<file path="src/rtl/dma_desc_pkg.sv">
// dma_desc_pkg: descriptor field positions and the ring slot lifecycle states.
package dma_desc_pkg;
    localparam int DESC_ADDR_LSB  = 0;
    localparam int DESC_LEN_LSB   = 64;
    localparam int DESC_EMPTY_BIT = 96;
    localparam int DESC_TS_LSB    = 97;
    localparam int DESC_WIDTH     = 128;
    typedef enum logic [1:0] {FREE, LOADED, ISSUED, DONE} slot_state_e;
endpackage

</file>
<file path="src/rtl/dma_desc_ring_if.sv">
// dma_desc_ring_if: fetch, issue, completion and writeback signals of the descriptor ring.
interface dma_desc_ring_if #(
    parameter int AXI_ADDR_WIDTH  = 32,
    parameter int AXIS_DATA_WIDTH = 64,
    parameter int LEN_WIDTH       = 16,
    parameter int TAG_WIDTH       = 2
);
    logic [AXIS_DATA_WIDTH-1:0] s_axis_desc_tdata;
    logic                       s_axis_desc_tvalid;
    logic                       s_axis_desc_tready;
    logic [AXI_ADDR_WIDTH-1:0]  m_desc_addr;
    logic [LEN_WIDTH-1:0]       m_desc_len;
    logic [TAG_WIDTH-1:0]       m_desc_tag;
    logic                       m_desc_valid;
    logic                       m_desc_ready;
    logic [LEN_WIDTH-1:0]       s_axis_dma_desc_length;
    logic [TAG_WIDTH-1:0]       s_axis_dma_desc_tag;
    logic                       s_axis_dma_desc_valid;
    logic [AXIS_DATA_WIDTH-1:0] m_axis_wb_tdata;
    logic                       m_axis_wb_tvalid;
    logic                       m_axis_wb_tready;
    logic                       m_axis_wb_tlast;
    modport slave (
        input  s_axis_desc_tdata, s_axis_desc_tvalid, m_desc_ready,
        input  s_axis_dma_desc_length, s_axis_dma_desc_tag, s_axis_dma_desc_valid, m_axis_wb_tready,
        output s_axis_desc_tready, m_desc_addr, m_desc_len, m_desc_tag, m_desc_valid,
        output m_axis_wb_tdata, m_axis_wb_tvalid, m_axis_wb_tlast
    );
    modport master (
        output s_axis_desc_tdata, s_axis_desc_tvalid, m_desc_ready,
        output s_axis_dma_desc_length, s_axis_dma_desc_tag, s_axis_dma_desc_valid, m_axis_wb_tready,
        input  s_axis_desc_tready, m_desc_addr, m_desc_len, m_desc_tag, m_desc_valid,
        input  m_axis_wb_tdata, m_axis_wb_tvalid, m_axis_wb_tlast
    );
endinterface

</file>
<file path="src/rtl/dma_desc_slot.sv">
// dma_desc_slot: one ring entry, a 128-bit descriptor plus its FREE/LOADED/ISSUED/DONE state.
// With DMA_DESC_TIMESTAMP_EN a completion also stamps bits [127:97].
module dma_desc_slot
    import dma_desc_pkg::*;
#(
    parameter int AXIS_DATA_WIDTH = 64,
    parameter int LEN_WIDTH       = 16
) (
    input  logic                       clk,
    input  logic                       rst_n,
    input  logic                       load_i,
    input  logic                       beat_i,
    input  logic                       last_i,
    input  logic [AXIS_DATA_WIDTH-1:0] data_i,
    input  logic                       issue_i,
    input  logic                       complete_i,
    input  logic [LEN_WIDTH-1:0]       len_i,
`ifdef DMA_DESC_TIMESTAMP_EN
    input  logic [30:0]                ts_i,
`endif
    input  logic                       free_i,
    output logic [DESC_WIDTH-1:0]      desc_o,
    output slot_state_e                state_o
);
    logic [DESC_WIDTH-1:0] desc_q, desc_d;
    slot_state_e state_q, state_d;
    always_comb begin
        desc_d  = desc_q;
        state_d = state_q;
        if (load_i) begin
            desc_d[int'(beat_i)*AXIS_DATA_WIDTH +: AXIS_DATA_WIDTH] = data_i;
            // Software-owned descriptors bypass the DMA and go straight to writeback
            if (last_i) state_d = desc_d[DESC_EMPTY_BIT] ? LOADED : DONE;
        end
        if (issue_i) state_d = ISSUED;
        if (complete_i) begin
            desc_d[DESC_LEN_LSB +: 32] = 32'(len_i);
            desc_d[DESC_EMPTY_BIT]     = 1'b0;
`ifdef DMA_DESC_TIMESTAMP_EN
            desc_d[DESC_WIDTH-1:DESC_TS_LSB] = ts_i;
`endif
            state_d = DONE;
        end
        if (free_i) state_d = FREE;
    end
    always_ff @(posedge clk or negedge rst_n) begin
        if (!rst_n) begin
            desc_q  <= '0;
            state_q <= FREE;
        end else begin
            desc_q  <= desc_d;
            state_q <= state_d;
        end
    end
    assign desc_o  = desc_q;
    assign state_o = state_q;
endmodule

</file>
<file path="src/rtl/dma_desc_ring.sv">
// dma_desc_ring: DEPTH-entry in-order descriptor ring: load, tagged issue, out-of-order completion, in-order writeback.
// Optional DMA_DESC_TIMESTAMP_EN stamps a free-running cycle count into completed descriptors.
module dma_desc_ring
    import dma_desc_pkg::*;
#(
    parameter int AXI_ADDR_WIDTH  = 32,
    parameter int AXIS_DATA_WIDTH = 64,
    parameter int LEN_WIDTH       = 16,
    parameter int DEPTH           = 4,
    localparam int TAG_WIDTH      = $clog2(DEPTH)
) (
    input  logic                 clk,
    input  logic                 rst_n,
    dma_desc_ring_if.slave       bus,
    output logic [TAG_WIDTH:0]   free_count,
    output logic                 tag_err
);
    localparam int BEATS = DESC_WIDTH / AXIS_DATA_WIDTH;
    localparam int CW    = TAG_WIDTH + 1;
    logic [TAG_WIDTH-1:0] load_ptr_q, load_ptr_d, issue_ptr_q, issue_ptr_d, wb_ptr_q, wb_ptr_d;
    logic [CW-1:0] pend_q, pend_d;
    logic beat_q, beat_d, wb_beat_q, wb_beat_d, tag_err_q, tag_err_d;
    logic [DESC_WIDTH-1:0] desc [DEPTH];
    slot_state_e state [DEPTH];
    logic load_acc, load_last, issue_hs, issue_adv, cpl_hit, wb_hs, wb_last;
`ifdef DMA_DESC_TIMESTAMP_EN
    logic [30:0] ts_q;
    always_ff @(posedge clk or negedge rst_n) ts_q <= !rst_n ? '0 : ts_q + 31'd1;
`endif
    assign bus.s_axis_desc_tready = rst_n && state[load_ptr_q] == FREE;
    assign load_acc  = bus.s_axis_desc_tvalid && bus.s_axis_desc_tready;
    assign load_last = beat_q == 1'(BEATS-1);
    assign bus.m_desc_valid = state[issue_ptr_q] == LOADED;
    assign bus.m_desc_addr  = desc[issue_ptr_q][DESC_ADDR_LSB +: AXI_ADDR_WIDTH];
    assign bus.m_desc_len   = desc[issue_ptr_q][DESC_LEN_LSB +: LEN_WIDTH];
    assign bus.m_desc_tag   = issue_ptr_q;
    assign issue_hs  = bus.m_desc_valid && bus.m_desc_ready;
    // pend counts slots loaded but not yet passed by issue_ptr, so a DONE slot there is a skipped one
    assign issue_adv = pend_q != '0 && (issue_hs || state[issue_ptr_q] == DONE);
    assign cpl_hit   = bus.s_axis_dma_desc_valid && state[bus.s_axis_dma_desc_tag] == ISSUED;
    assign bus.m_axis_wb_tvalid = state[wb_ptr_q] == DONE;
    assign bus.m_axis_wb_tdata  = desc[wb_ptr_q][int'(wb_beat_q)*AXIS_DATA_WIDTH +: AXIS_DATA_WIDTH];
    assign bus.m_axis_wb_tlast  = wb_last;
    assign wb_last = wb_beat_q == 1'(BEATS-1);
    assign wb_hs   = bus.m_axis_wb_tvalid && bus.m_axis_wb_tready;
    assign tag_err = tag_err_q;
    always_comb begin
        load_ptr_d  = load_ptr_q + TAG_WIDTH'(load_acc && load_last);
        beat_d      = load_acc ? (load_last ? 1'b0 : beat_q + 1'b1) : beat_q;
        issue_ptr_d = issue_ptr_q + TAG_WIDTH'(issue_adv);
        pend_d      = pend_q + CW'(load_acc && load_last) - CW'(issue_adv);
        wb_ptr_d    = wb_ptr_q + TAG_WIDTH'(wb_hs && wb_last);
        wb_beat_d   = wb_hs ? (wb_last ? 1'b0 : wb_beat_q + 1'b1) : wb_beat_q;
        tag_err_d   = tag_err_q || (bus.s_axis_dma_desc_valid && !cpl_hit);
    end
    always_comb begin
        free_count = '0;
        for (int i = 0; i < DEPTH; i++) free_count = free_count + CW'(state[i] == FREE);
    end
    always_ff @(posedge clk or negedge rst_n) begin
        if (!rst_n) begin
            load_ptr_q  <= '0;
            issue_ptr_q <= '0;
            wb_ptr_q    <= '0;
            pend_q      <= '0;
            beat_q      <= 1'b0;
            wb_beat_q   <= 1'b0;
            tag_err_q   <= 1'b0;
        end else begin
            load_ptr_q  <= load_ptr_d;
            issue_ptr_q <= issue_ptr_d;
            wb_ptr_q    <= wb_ptr_d;
            pend_q      <= pend_d;
            beat_q      <= beat_d;
            wb_beat_q   <= wb_beat_d;
            tag_err_q   <= tag_err_d;
        end
    end
    for (genvar g = 0; g < DEPTH; g++) begin : g_slot
        dma_desc_slot #(
            .AXIS_DATA_WIDTH(AXIS_DATA_WIDTH),
            .LEN_WIDTH      (LEN_WIDTH)
        ) u_slot (
            .clk       (clk),
            .rst_n     (rst_n),
            .load_i    (load_acc && load_ptr_q == TAG_WIDTH'(g)),
            .beat_i    (beat_q),
            .last_i    (load_last),
            .data_i    (bus.s_axis_desc_tdata),
            .issue_i   (issue_hs && issue_ptr_q == TAG_WIDTH'(g)),
            .complete_i(cpl_hit && bus.s_axis_dma_desc_tag == TAG_WIDTH'(g)),
            .len_i     (bus.s_axis_dma_desc_length),
`ifdef DMA_DESC_TIMESTAMP_EN
            .ts_i      (ts_q),
`endif
            .free_i    (wb_hs && wb_last && wb_ptr_q == TAG_WIDTH'(g)),
            .desc_o    (desc[g]),
            .state_o   (state[g])
        );
    end
endmodule

</file>
<file path="src/flat_wrapper.sv">
// flat-port wrapper written by rule: the top's interface ports become plain ports
module dma_desc_ring_flat import dma_desc_pkg::*;
#(
    parameter int AXI_ADDR_WIDTH  = 32,
    parameter int AXIS_DATA_WIDTH = 64,
    parameter int LEN_WIDTH       = 16,
    parameter int DEPTH           = 4,
    localparam int TAG_WIDTH      = $clog2(DEPTH)
)
  (clk, rst_n, free_count, tag_err, bus_s_axis_desc_tdata, bus_s_axis_desc_tvalid, bus_m_desc_ready, bus_s_axis_dma_desc_length, bus_s_axis_dma_desc_tag, bus_s_axis_dma_desc_valid, bus_m_axis_wb_tready, bus_s_axis_desc_tready, bus_m_desc_addr, bus_m_desc_len, bus_m_desc_tag, bus_m_desc_valid, bus_m_axis_wb_tdata, bus_m_axis_wb_tvalid, bus_m_axis_wb_tlast);
  dma_desc_ring_if #(.AXI_ADDR_WIDTH(AXI_ADDR_WIDTH), .AXIS_DATA_WIDTH(AXIS_DATA_WIDTH), .LEN_WIDTH(LEN_WIDTH), .TAG_WIDTH(2)) bus_i ();
  input  logic clk;
  input  logic rst_n;
  output logic [TAG_WIDTH:0] free_count;
  output logic tag_err;
  input wire logic [$bits(bus_i.s_axis_desc_tdata)-1:0] bus_s_axis_desc_tdata;
  input wire logic [$bits(bus_i.s_axis_desc_tvalid)-1:0] bus_s_axis_desc_tvalid;
  input wire logic [$bits(bus_i.m_desc_ready)-1:0] bus_m_desc_ready;
  input wire logic [$bits(bus_i.s_axis_dma_desc_length)-1:0] bus_s_axis_dma_desc_length;
  input wire logic [$bits(bus_i.s_axis_dma_desc_tag)-1:0] bus_s_axis_dma_desc_tag;
  input wire logic [$bits(bus_i.s_axis_dma_desc_valid)-1:0] bus_s_axis_dma_desc_valid;
  input wire logic [$bits(bus_i.m_axis_wb_tready)-1:0] bus_m_axis_wb_tready;
  output wire logic [$bits(bus_i.s_axis_desc_tready)-1:0] bus_s_axis_desc_tready;
  output wire logic [$bits(bus_i.m_desc_addr)-1:0] bus_m_desc_addr;
  output wire logic [$bits(bus_i.m_desc_len)-1:0] bus_m_desc_len;
  output wire logic [$bits(bus_i.m_desc_tag)-1:0] bus_m_desc_tag;
  output wire logic [$bits(bus_i.m_desc_valid)-1:0] bus_m_desc_valid;
  output wire logic [$bits(bus_i.m_axis_wb_tdata)-1:0] bus_m_axis_wb_tdata;
  output wire logic [$bits(bus_i.m_axis_wb_tvalid)-1:0] bus_m_axis_wb_tvalid;
  output wire logic [$bits(bus_i.m_axis_wb_tlast)-1:0] bus_m_axis_wb_tlast;
  assign bus_i.s_axis_desc_tdata = bus_s_axis_desc_tdata;
  assign bus_i.s_axis_desc_tvalid = bus_s_axis_desc_tvalid;
  assign bus_i.m_desc_ready = bus_m_desc_ready;
  assign bus_i.s_axis_dma_desc_length = bus_s_axis_dma_desc_length;
  assign bus_i.s_axis_dma_desc_tag = bus_s_axis_dma_desc_tag;
  assign bus_i.s_axis_dma_desc_valid = bus_s_axis_dma_desc_valid;
  assign bus_i.m_axis_wb_tready = bus_m_axis_wb_tready;
  assign bus_s_axis_desc_tready = bus_i.s_axis_desc_tready;
  assign bus_m_desc_addr = bus_i.m_desc_addr;
  assign bus_m_desc_len = bus_i.m_desc_len;
  assign bus_m_desc_tag = bus_i.m_desc_tag;
  assign bus_m_desc_valid = bus_i.m_desc_valid;
  assign bus_m_axis_wb_tdata = bus_i.m_axis_wb_tdata;
  assign bus_m_axis_wb_tvalid = bus_i.m_axis_wb_tvalid;
  assign bus_m_axis_wb_tlast = bus_i.m_axis_wb_tlast;
  dma_desc_ring #(.AXI_ADDR_WIDTH(AXI_ADDR_WIDTH), .AXIS_DATA_WIDTH(AXIS_DATA_WIDTH), .LEN_WIDTH(LEN_WIDTH), .DEPTH(DEPTH)) u_core (.clk(clk), .rst_n(rst_n), .bus(bus_i), .free_count(free_count), .tag_err(tag_err));
endmodule
</file>
<file path="config.mk">
export PLATFORM = sky130hd
export DESIGN_NAME = dma_desc_ring_flat
export DESIGN_NICKNAME = d
export VERILOG_FILES = /design/src/rtl/dma_desc_pkg.sv /design/src/rtl/dma_desc_ring_if.sv /design/src/rtl/dma_desc_slot.sv /design/src/rtl/dma_desc_ring.sv /design/src/flat_wrapper.sv
export SDC_FILE = /design/constraint.sdc
export NUM_CORES = 1
export LEC_CHECK = 0
export ABC_CLOCK_PERIOD_IN_PS = 2940
export CAP_MARGIN = 20
export CELL_PAD_IN_SITES_DETAIL_PLACEMENT = 0
export CELL_PAD_IN_SITES_GLOBAL_PLACEMENT = 1
export CORE_MARGIN = 5
export CORE_UTILIZATION = 25
export CTS_CLUSTER_DIAMETER = 100
export CTS_CLUSTER_SIZE = 30
export DETAILED_ROUTE_END_ITERATION = 10
export GPL_TIMING_DRIVEN = 0
export PLACE_DENSITY_LB_ADDON = 0.1
export SLEW_MARGIN = 15
export SYNTH_ARGS = -nofsm -noshare
export SYNTH_HDL_FRONTEND = slang
export SYNTH_SLANG_ARGS = --single-unit
</file>
<file path="constraint.sdc">
create_clock -name clk -period 2.94 [get_ports clk]
set_input_delay 0.294 -clock clk [delete_from_list [all_inputs] [get_ports clk]]
set_output_delay 0.294 -clock clk [all_outputs]
set_load 0.05 [all_outputs]
</file>
# After elaboration in Yosys (flattened, before gate mapping)
# Cells that the tools add are included.
[totals]
input_bits = 88
elab_cells = 167
reg_bits = 532
out_inout_bits = 122
[classes]
reduce_logical = 54
shift = 3
eq_ne = 16
order_cmp = 4
muxes = 56
bitwise = 4
addsub = 11
[op_table]
columns = ["cell", "n"]
rows = [
  ["binary-select mux 128 bit (select 2 bit)", 2],
  ["bitwise mux 128 bit", 4],
  ["two-way mux 97 bit", 4],
  ["two-way mux 128 bit", 2],
  ["two-way mux 80 bit", 2],
  ["two-way mux 33 bit", 4],
  ["variable shift 64 x 33 -> 128 bit, first input constant", 1],
  ["indexed part select 128 x 8 -> 64 bit", 1],
  ["indexed part select 64 x 33 -> 128 bit", 1],
  ["two-way mux 2 bit", 32],
  ["negator 7 -> 33 bit", 1],
  ["nonzero test 4 bit", 8],
  ["logical AND 1 bit", 25],
  ["equality test 2 bit, second input constant", 11],
  ["logical NOT 2 bit", 9],
  ["binary-select mux 2 bit (select 2 bit)", 4],
  [">= comparator 3 bit, second input constant", 4],
  ["inverter 2 -> 3 bit", 4],
  ["equality test 2 x 1 -> 1 bit, second input constant", 5],
  ["adder 3 x 1 -> 3 bit", 3],
  ["AND reduction 2 bit", 4],
  ["nonzero test 2 bit", 4],
  ["adder 2 x 1 -> 2 bit", 3],
  ["nonzero test 3 bit", 1],
  ["other kinds (6)", 9],
]

# Depth between registers and ports, before layout
# Gate-level depths: netlist of run 1.
[depth]
ltp_word = 12
mapped_depth = 11
depth_no_buf = 10

# Modules after synthesis
# From an unflattened synthesis of run 1, not the netlist that was laid out.
[hier_totals]
hier_cells = 2068
area_unflattened_um2 = 27291.2
[modules_own_cells]
columns = ["mod", "n_inst", "cells_per_inst", "seq_area_each_um2", "area_per_inst_um2"]
rows = [
  ["dma_desc_slot", 4, 421, 3253.1, 5345.1],
  ["dma_desc_ring", 1, 384, 300.3, 5910.7],
]

# Worst setup path before layout of run 1
# OpenSTA, ideal clock, no wires.
[synth_timing]
path_type = "register to register"
from = "register u_core.issue_ptr_q[0], in the netlist u_core.bus.m_desc_tag[0]"
to = "register u_core.pend_q[2]"
setup_ns = 0.123
arrival_ns = 2.759
path_stages_with_launch = 12
required_time_ns = 2.817
path_buffers = 1
slack_ns = 0.058
period_less_slack_ns = 2.882
path_cell_list = "dfrtp_1 -> clkbuf_1 -> mux4_2 -> nor2_1 -> nor2_1 -> ha_1 -> inv_1 -> ha_1 -> inv_1 -> fa_1 -> xnor2_1 -> xnor2_1"
[synth_between]
elab_chain_len = 9
elab_cells_between_ends = 10
cone_classes = "add/sub (1); eq/ne (2); mux (3); bitwise (1); reduce/logical (3)"
[synth_lines]
columns = ["element", "line", "text"]
rows = [
  ["start, declared", "dma_desc_ring.sv:20", "logic [TAG_WIDTH-1:0] load_ptr_q, load_ptr_d, issue_ptr_q, issue_ptr_d, wb_ptr_q, wb_ptr_d;"],
  ["start signal, assigned", "dma_desc_ring.sv:71", "issue_ptr_q <= issue_ptr_d;"],
  ["inverter 2 -> 3 bit (implied by the code) (*)", "dma_desc_ring.sv:33, dma_desc_ring.sv:39", ""],
  ["binary-select mux 2 bit (select 2 bit) (*)", "dma_desc_ring.sv:33, dma_desc_ring.sv:39", ""],
  ["two-way mux 2 bit (implied by the code) (*) (2 in series)", "dma_desc_ring.sv:33, dma_desc_ring.sv:39", ""],
  ["equality test 2 x 1 -> 1 bit", "dma_desc_ring.sv:33", "assign bus.m_desc_valid = state[issue_ptr_q] == LOADED;"],
  ["logical AND 1 bit", "dma_desc_ring.sv:37", "assign issue_hs = bus.m_desc_valid && bus.m_desc_ready;"],
  ["logical OR 1 bit (*)", "dma_desc_ring.sv:39", "assign issue_adv = pend_q != '0 && (issue_hs || state[issue_ptr_q] == DONE);"],
  ["logical AND 1 bit (*)", "dma_desc_ring.sv:39", ""],
  ["subtractor 3 x 1 -> 3 bit (*)", "dma_desc_ring.sv:51", "pend_d = pend_q + CW'(load_acc && load_last) - CW'(issue_adv);"],
  ["named net u_core.pend_d[2]", "dma_desc_ring.sv:21", "logic [CW-1:0] pend_q, pend_d;"],
  ["end signal, assigned", "dma_desc_ring.sv:73", "pend_q <= pend_d;"],
  ["end, declared", "dma_desc_ring.sv:21", ""],
]
# Mark *: on every way through the listed nets, which the timed path passes. The rest lies on a longest branch. The select of a mux whose other input is x is not followed.
# A chain may end at the register's enable or synchronous reset.

# Worst setup path after layout of run 1
[layout_timing]
from = "register u_core.wb_ptr_q[0]"
to = "output bus_m_axis_wb_tdata[5]"
[layout_between]
elab_chain_len = 5
[layout_lines]
columns = ["element", "line", "text"]
rows = [
  ["start, declared", "dma_desc_ring.sv:20", ""],
  ["start signal, assigned", "dma_desc_ring.sv:72", "wb_ptr_q <= wb_ptr_d;"],
  ["inverter 2 -> 3 bit (implied by the code)", "dma_desc_ring.sv:42", "assign bus.m_axis_wb_tdata = desc[wb_ptr_q][int'(wb_beat_q)*AXIS_DATA_WIDTH +: AXIS_DATA_WIDTH];"],
  ["binary-select mux 128 bit (select 2 bit)", "dma_desc_ring.sv:42", ""],
  ["two-way mux 128 bit (implied by the code) (2 in series)", "dma_desc_ring.sv:42", ""],
  ["indexed part select 128 x 8 -> 64 bit", "dma_desc_ring.sv:42", ""],
  ["end, declared", "flat_wrapper.sv:28", "output wire logic [$bits(bus_i.m_axis_wb_tdata)-1:0] bus_m_axis_wb_tdata;"],
]
# Every way passes these cells. The select of a mux whose other input is x is not followed.

==> reports/qor.txt, run 1 <==
==================================================================================
Chip Height                                                                 330 um
Peak clock frequency supported by timing                                   330 MHz
Post-Layout Inst Area                                                  32000 sq um
Reg-to-reg critical path endpoint                                     u_core.g_slot[0].u_slot.desc_o[109]$_DFFE_PN0P_
Crit path launch                                                      u_core.wb_ptr_q[0]$_DFF_PN0_
Nature of the critical path startpoint                                        flop
Gr ovfl total                                                                    0
Prevailing post-synth register cell                                        dfrtp_1
Clock Pin Slew Worst Setup and Hold Paths                                  0.12 ns
Initial antenna violation count                                                 10
Syn Std Cell Area                                                      25700 sq um
Worst endpoint data arrival time                                           2.74 ns
Residual antenna-violating net count after detailed routing                      0
Power, Total                                                              39700 uW
Global-route wire length before repair                                   143000 um
Number of iterations in the first detailed-routing pass                          8
DRT Wirelength                                                           100000 um
Number of primary I/O pins                                                     210
FFs w/ async S/R, synth                                                       1.00
Worst slew margin                                                            0.325
Post-placement cell area                                               29700 sq um
Maximum vdd drop                                                            659 uV
DR vias                                                                      17881
Maximum capacitance violations                                                   0
Status                                                                complete, but fails checks
Worst Tran Pin Value                                                       1.01 ns
Worst hold-check slack                                                    0.340 ns
Cell repeated most along the worst path                                     buf_12
Final critical path time including I/O delays and setup                    3.03 ns
Yosys warning count                                                              0
Number of vias per cell after detailed routing                                4.87
Global-route usage over all layers                                           0.181
Via count of the first global-routing pass                                   18915
Maximum number of pins on one net before global-route repair                    96
Area of the core                                                      102000 sq um
Reg-to-reg slack, setup                                                    0.19 ns
Critical Path Sink                                                    bus_m_axis_wb_tdata[5]
Worst slack after detailed placement                                     -0.903 ns
Fraction of the core area covered by cells at the end of the flow            0.314
List of cells traversed by the critical path                          buf_6 > buf_12 > buf_12 > buf_16 > buf_12 > buf_4 > mux4_2 > mux2_4 > buf_6
Failing checks                                                        negative setup slack
Cell leakage power                                                       0.0150 uW
Setup repair after global routing missed its margin                            yes
Num rows                                                                       117
Final clock period utilization by the worst path                              1.03
Post-route setup slack                                                  -0.0931 ns
Classification of the worst setup path                                  reg -> out
Data required, critical path                                               2.65 ns
Num Clock Sinks                                                                532
Delay of the slowest cell on the worst path                                0.42 ns
CP max stage cell                                                           mux4_2
Violation count after the first detailed-routing iteration                    1243
Sequential-to-total area share from yosys stat                               0.519
Number of flops mapped to enable cells by yosys                                  0
Share of cells above drive strength 1                                        0.350
Root buffer cell                                                         clkbuf_16
Depth of the worst register-to-register path                                     7
Number of remaining DRC errors                                                   0
Signed area change from the synthesized netlist to the final layout          24.6%
Cell variety after synth                                                        53
PwrDens                                                               1240 nW/um^2
Hold Crit Class                                                          in -> reg
Worst-case clock buffer depth                                                    3
Horizontal die dimension                                                    330 um
Clock tree from TritonCTS                                                    built
Worst reg2reg startpoint                                              u_core.beat_q$_DFFE_PN0N_
Total Die Area                                                        109000 sq um
H-tree level count                                                               1
Number of hold-slack violations in the final timing report                       0
Synthesized net count                                                         2079
Kind of capture point of the worst setup path                          output port
Insertion delay of the later-clocked pin in the worst-skew pair            0.65 ns
Flip-flop and latch count after synthesis                                      532
Port Buffers                                                                   208
Count of filler cells inserted in the layout                                 10263
Effective utilization at floorplan                                           0.252
Largest driver fanout on the critical path                                       6
Inserted Clock Buffers                                                          30
Half-perimeter wire length of the detailed placement result               68200 um
Number of standard cells after synthesis                                      1982
# nets final                                                                  2374
Avg WL per Cell                                                            27.3 um
Gp weighted congestion                                                       0.772
Clock skew after layout                                                  0.0223 ns
Finish-stage setup viols                                                        22
Slew Viols, Final                                                                0
Mean area per synthesized cell                                          12.9 sq um
==================================================================================
-- layer usage --
layer	part of all wire	GRT usage	up-vias
li1	-	-	7730
met1	0.44	0.252	9531
met2	0.48	0.299	519
met3	0.053	0.0294	97
met4	0.024	0.0430	4
met5	0.00027	0	-
-- report_power, final --
group          switching [uW]  internal (uW)  total, uW  leakage, uW
clock                    3110           2210       5310     0.000537
sequential               1890          10300      12200      0.00701
combinational           12500           9680      22100      0.00743
-- critical path: cells and delay by family, from the launching register on --
| family | cells | cell delay [ns] |
|---|---|---|
| flops | 1 | 0.41 |
| mux | 2 | 0.70 |
| buf+inv | 7 | 0.95 |
-- cells in the final DEF, fill, tap and decap left out, drive strengths merged, types with 10 or more instances in the layout --
cell / instances
a21o: 49
a21oi: 10
a22o: 64
a22oi: 16
buf: 207
clkbuf: 92
clkdlybuf4s50: 89
clkinv: 11
dfrtp: 532
dlygate4sd2: 40
inv: 24
mux2: 320
mux4: 178
nand2: 520
nor2: 17
o21ai: 52
-- final cells by class --
| cell class | count | area [sq um] | share of cell area |
|---|---|---|---|
| flip-flops and latches | 532 | 13300 | 0.416 |
| multi-input cells | 1294 | 11800 | 0.368 |
| repair buffers | 266 | 2970 | 0.0927 |
| well taps | 1368 | 1710 | 0.0535 |
| plain buffers | 141 | 1040 | 0.0326 |
| clock buffers | 31 | 776 | 0.0243 |
| clock inverters | 25 | 328 | 0.0103 |
| inverters | 12 | 45.0 | 0.00141 |
| diodes | 6 | 15.0 | 0.000470 |
-- stage by stage --
step	std cells	setup TNS, ns
global route	3671	-4.31
detailed placement	3571	-96.95
floorplan	1982	0
global placement	3558	-
finish	3675	-1.01
CTS	3666	-4.35
-- worst min-delay path by stage --
stage	depth (start not counted)	slack, ns	start	endpoint
floorplan	0	-0.002	rst_n	u_core.beat_q$_DFFE_PN0N_
global placement	1	0.44	u_core.tag_err$_DFF_PN0_	u_core.tag_err$_DFF_PN0_
detailed placement	1	0.29	rst_n	u_core.g_slot[0].u_slot.desc_o[20]$_DFFE_PN0P_
CTS	4	0.27	bus_s_axis_dma_desc_tag[0]	u_core.tag_err$_DFF_PN0_
global route	4	0.31	bus_s_axis_dma_desc_tag[0]	u_core.tag_err$_DFF_PN0_
finish	4	0.34	bus_s_axis_dma_desc_tag[0]	u_core.tag_err$_DFF_PN0_
-- registers in the layout (all words and copies together) (netlist names) --
| register | flops |
|---|---|
| u_core.g_slot.u_slot.desc_o | 512 |
| u_core.g_slot.u_slot.state_o | 8 |
| u_core.pend_q | 3 |
| u_core.bus.m_desc_tag | 2 |
| u_core.load_ptr_q | 2 |
| u_core.wb_ptr_q | 2 |
| u_core.beat_q | 1 |
| u_core.bus.m_axis_wb_tlast | 1 |
| u_core.tag_err | 1 |
-- synth_stat cells (all sizes together), types with 4 or more instances --
master / instances / area share
dfrtp: 532 / 0.52
nand2: 520 / 0.076
mux2: 320 / 0.14
mux4: 178 / 0.16
buf: 88 / 0.019
a22o: 64 / 0.022
clkbuf: 56 / 0.0082
o21ai: 52 / 0.010
a21o: 49 / 0.014
nor2: 17 / 0.0030
a22oi: 16 / 0.0047
inv: 12 / 0.0018
a21oi: 10 / 0.0020
ha: 7 / 0.0034
nand3: 7 / 0.0014
nor3: 6 / 0.0016
nor4: 4 / 0.0024
xor2: 4 / 0.0014
-- cell families (layout without fill, tap and decap cells) --
group	count (synthesis)	in the layout	share of synthesized area
AND/OR/NAND/NOR	571	571	0.0897
XOR/XNOR	7	7	0.00239
AO/OA/AOI/OAI	209	209	0.0586
adder cells (fa/ha/maj)	9	9	0.00497
multiplexers	498	498	0.297
flip-flops	532	532	0.519
other	0	6	0
buffers and inverters	156	475	0.0290
-- what timing repair did --
item,in CTS,in global routing
hold buffers,8,0
buffers inserted,29,8
gates resized for setup,622,93
cloned,3,1
hold endpoints to repair,54,0
setup endpoints to repair,119,70
Power figures use the tool's default switching activity.
==> inputs of run 2 (changes only) <==
--- a/config.mk
+++ b/config.mk
@@ -5,7 +5,6 @@
 export SDC_FILE = /design/constraint.sdc
 export NUM_CORES = 1
 export LEC_CHECK = 0
-export ABC_CLOCK_PERIOD_IN_PS = 2940
 export CAP_MARGIN = 20
 export CELL_PAD_IN_SITES_DETAIL_PLACEMENT = 0
 export CELL_PAD_IN_SITES_GLOBAL_PLACEMENT = 1
==> results of run 2 <==
No change in the layout: final DEF, timing and power equal those of run 1.
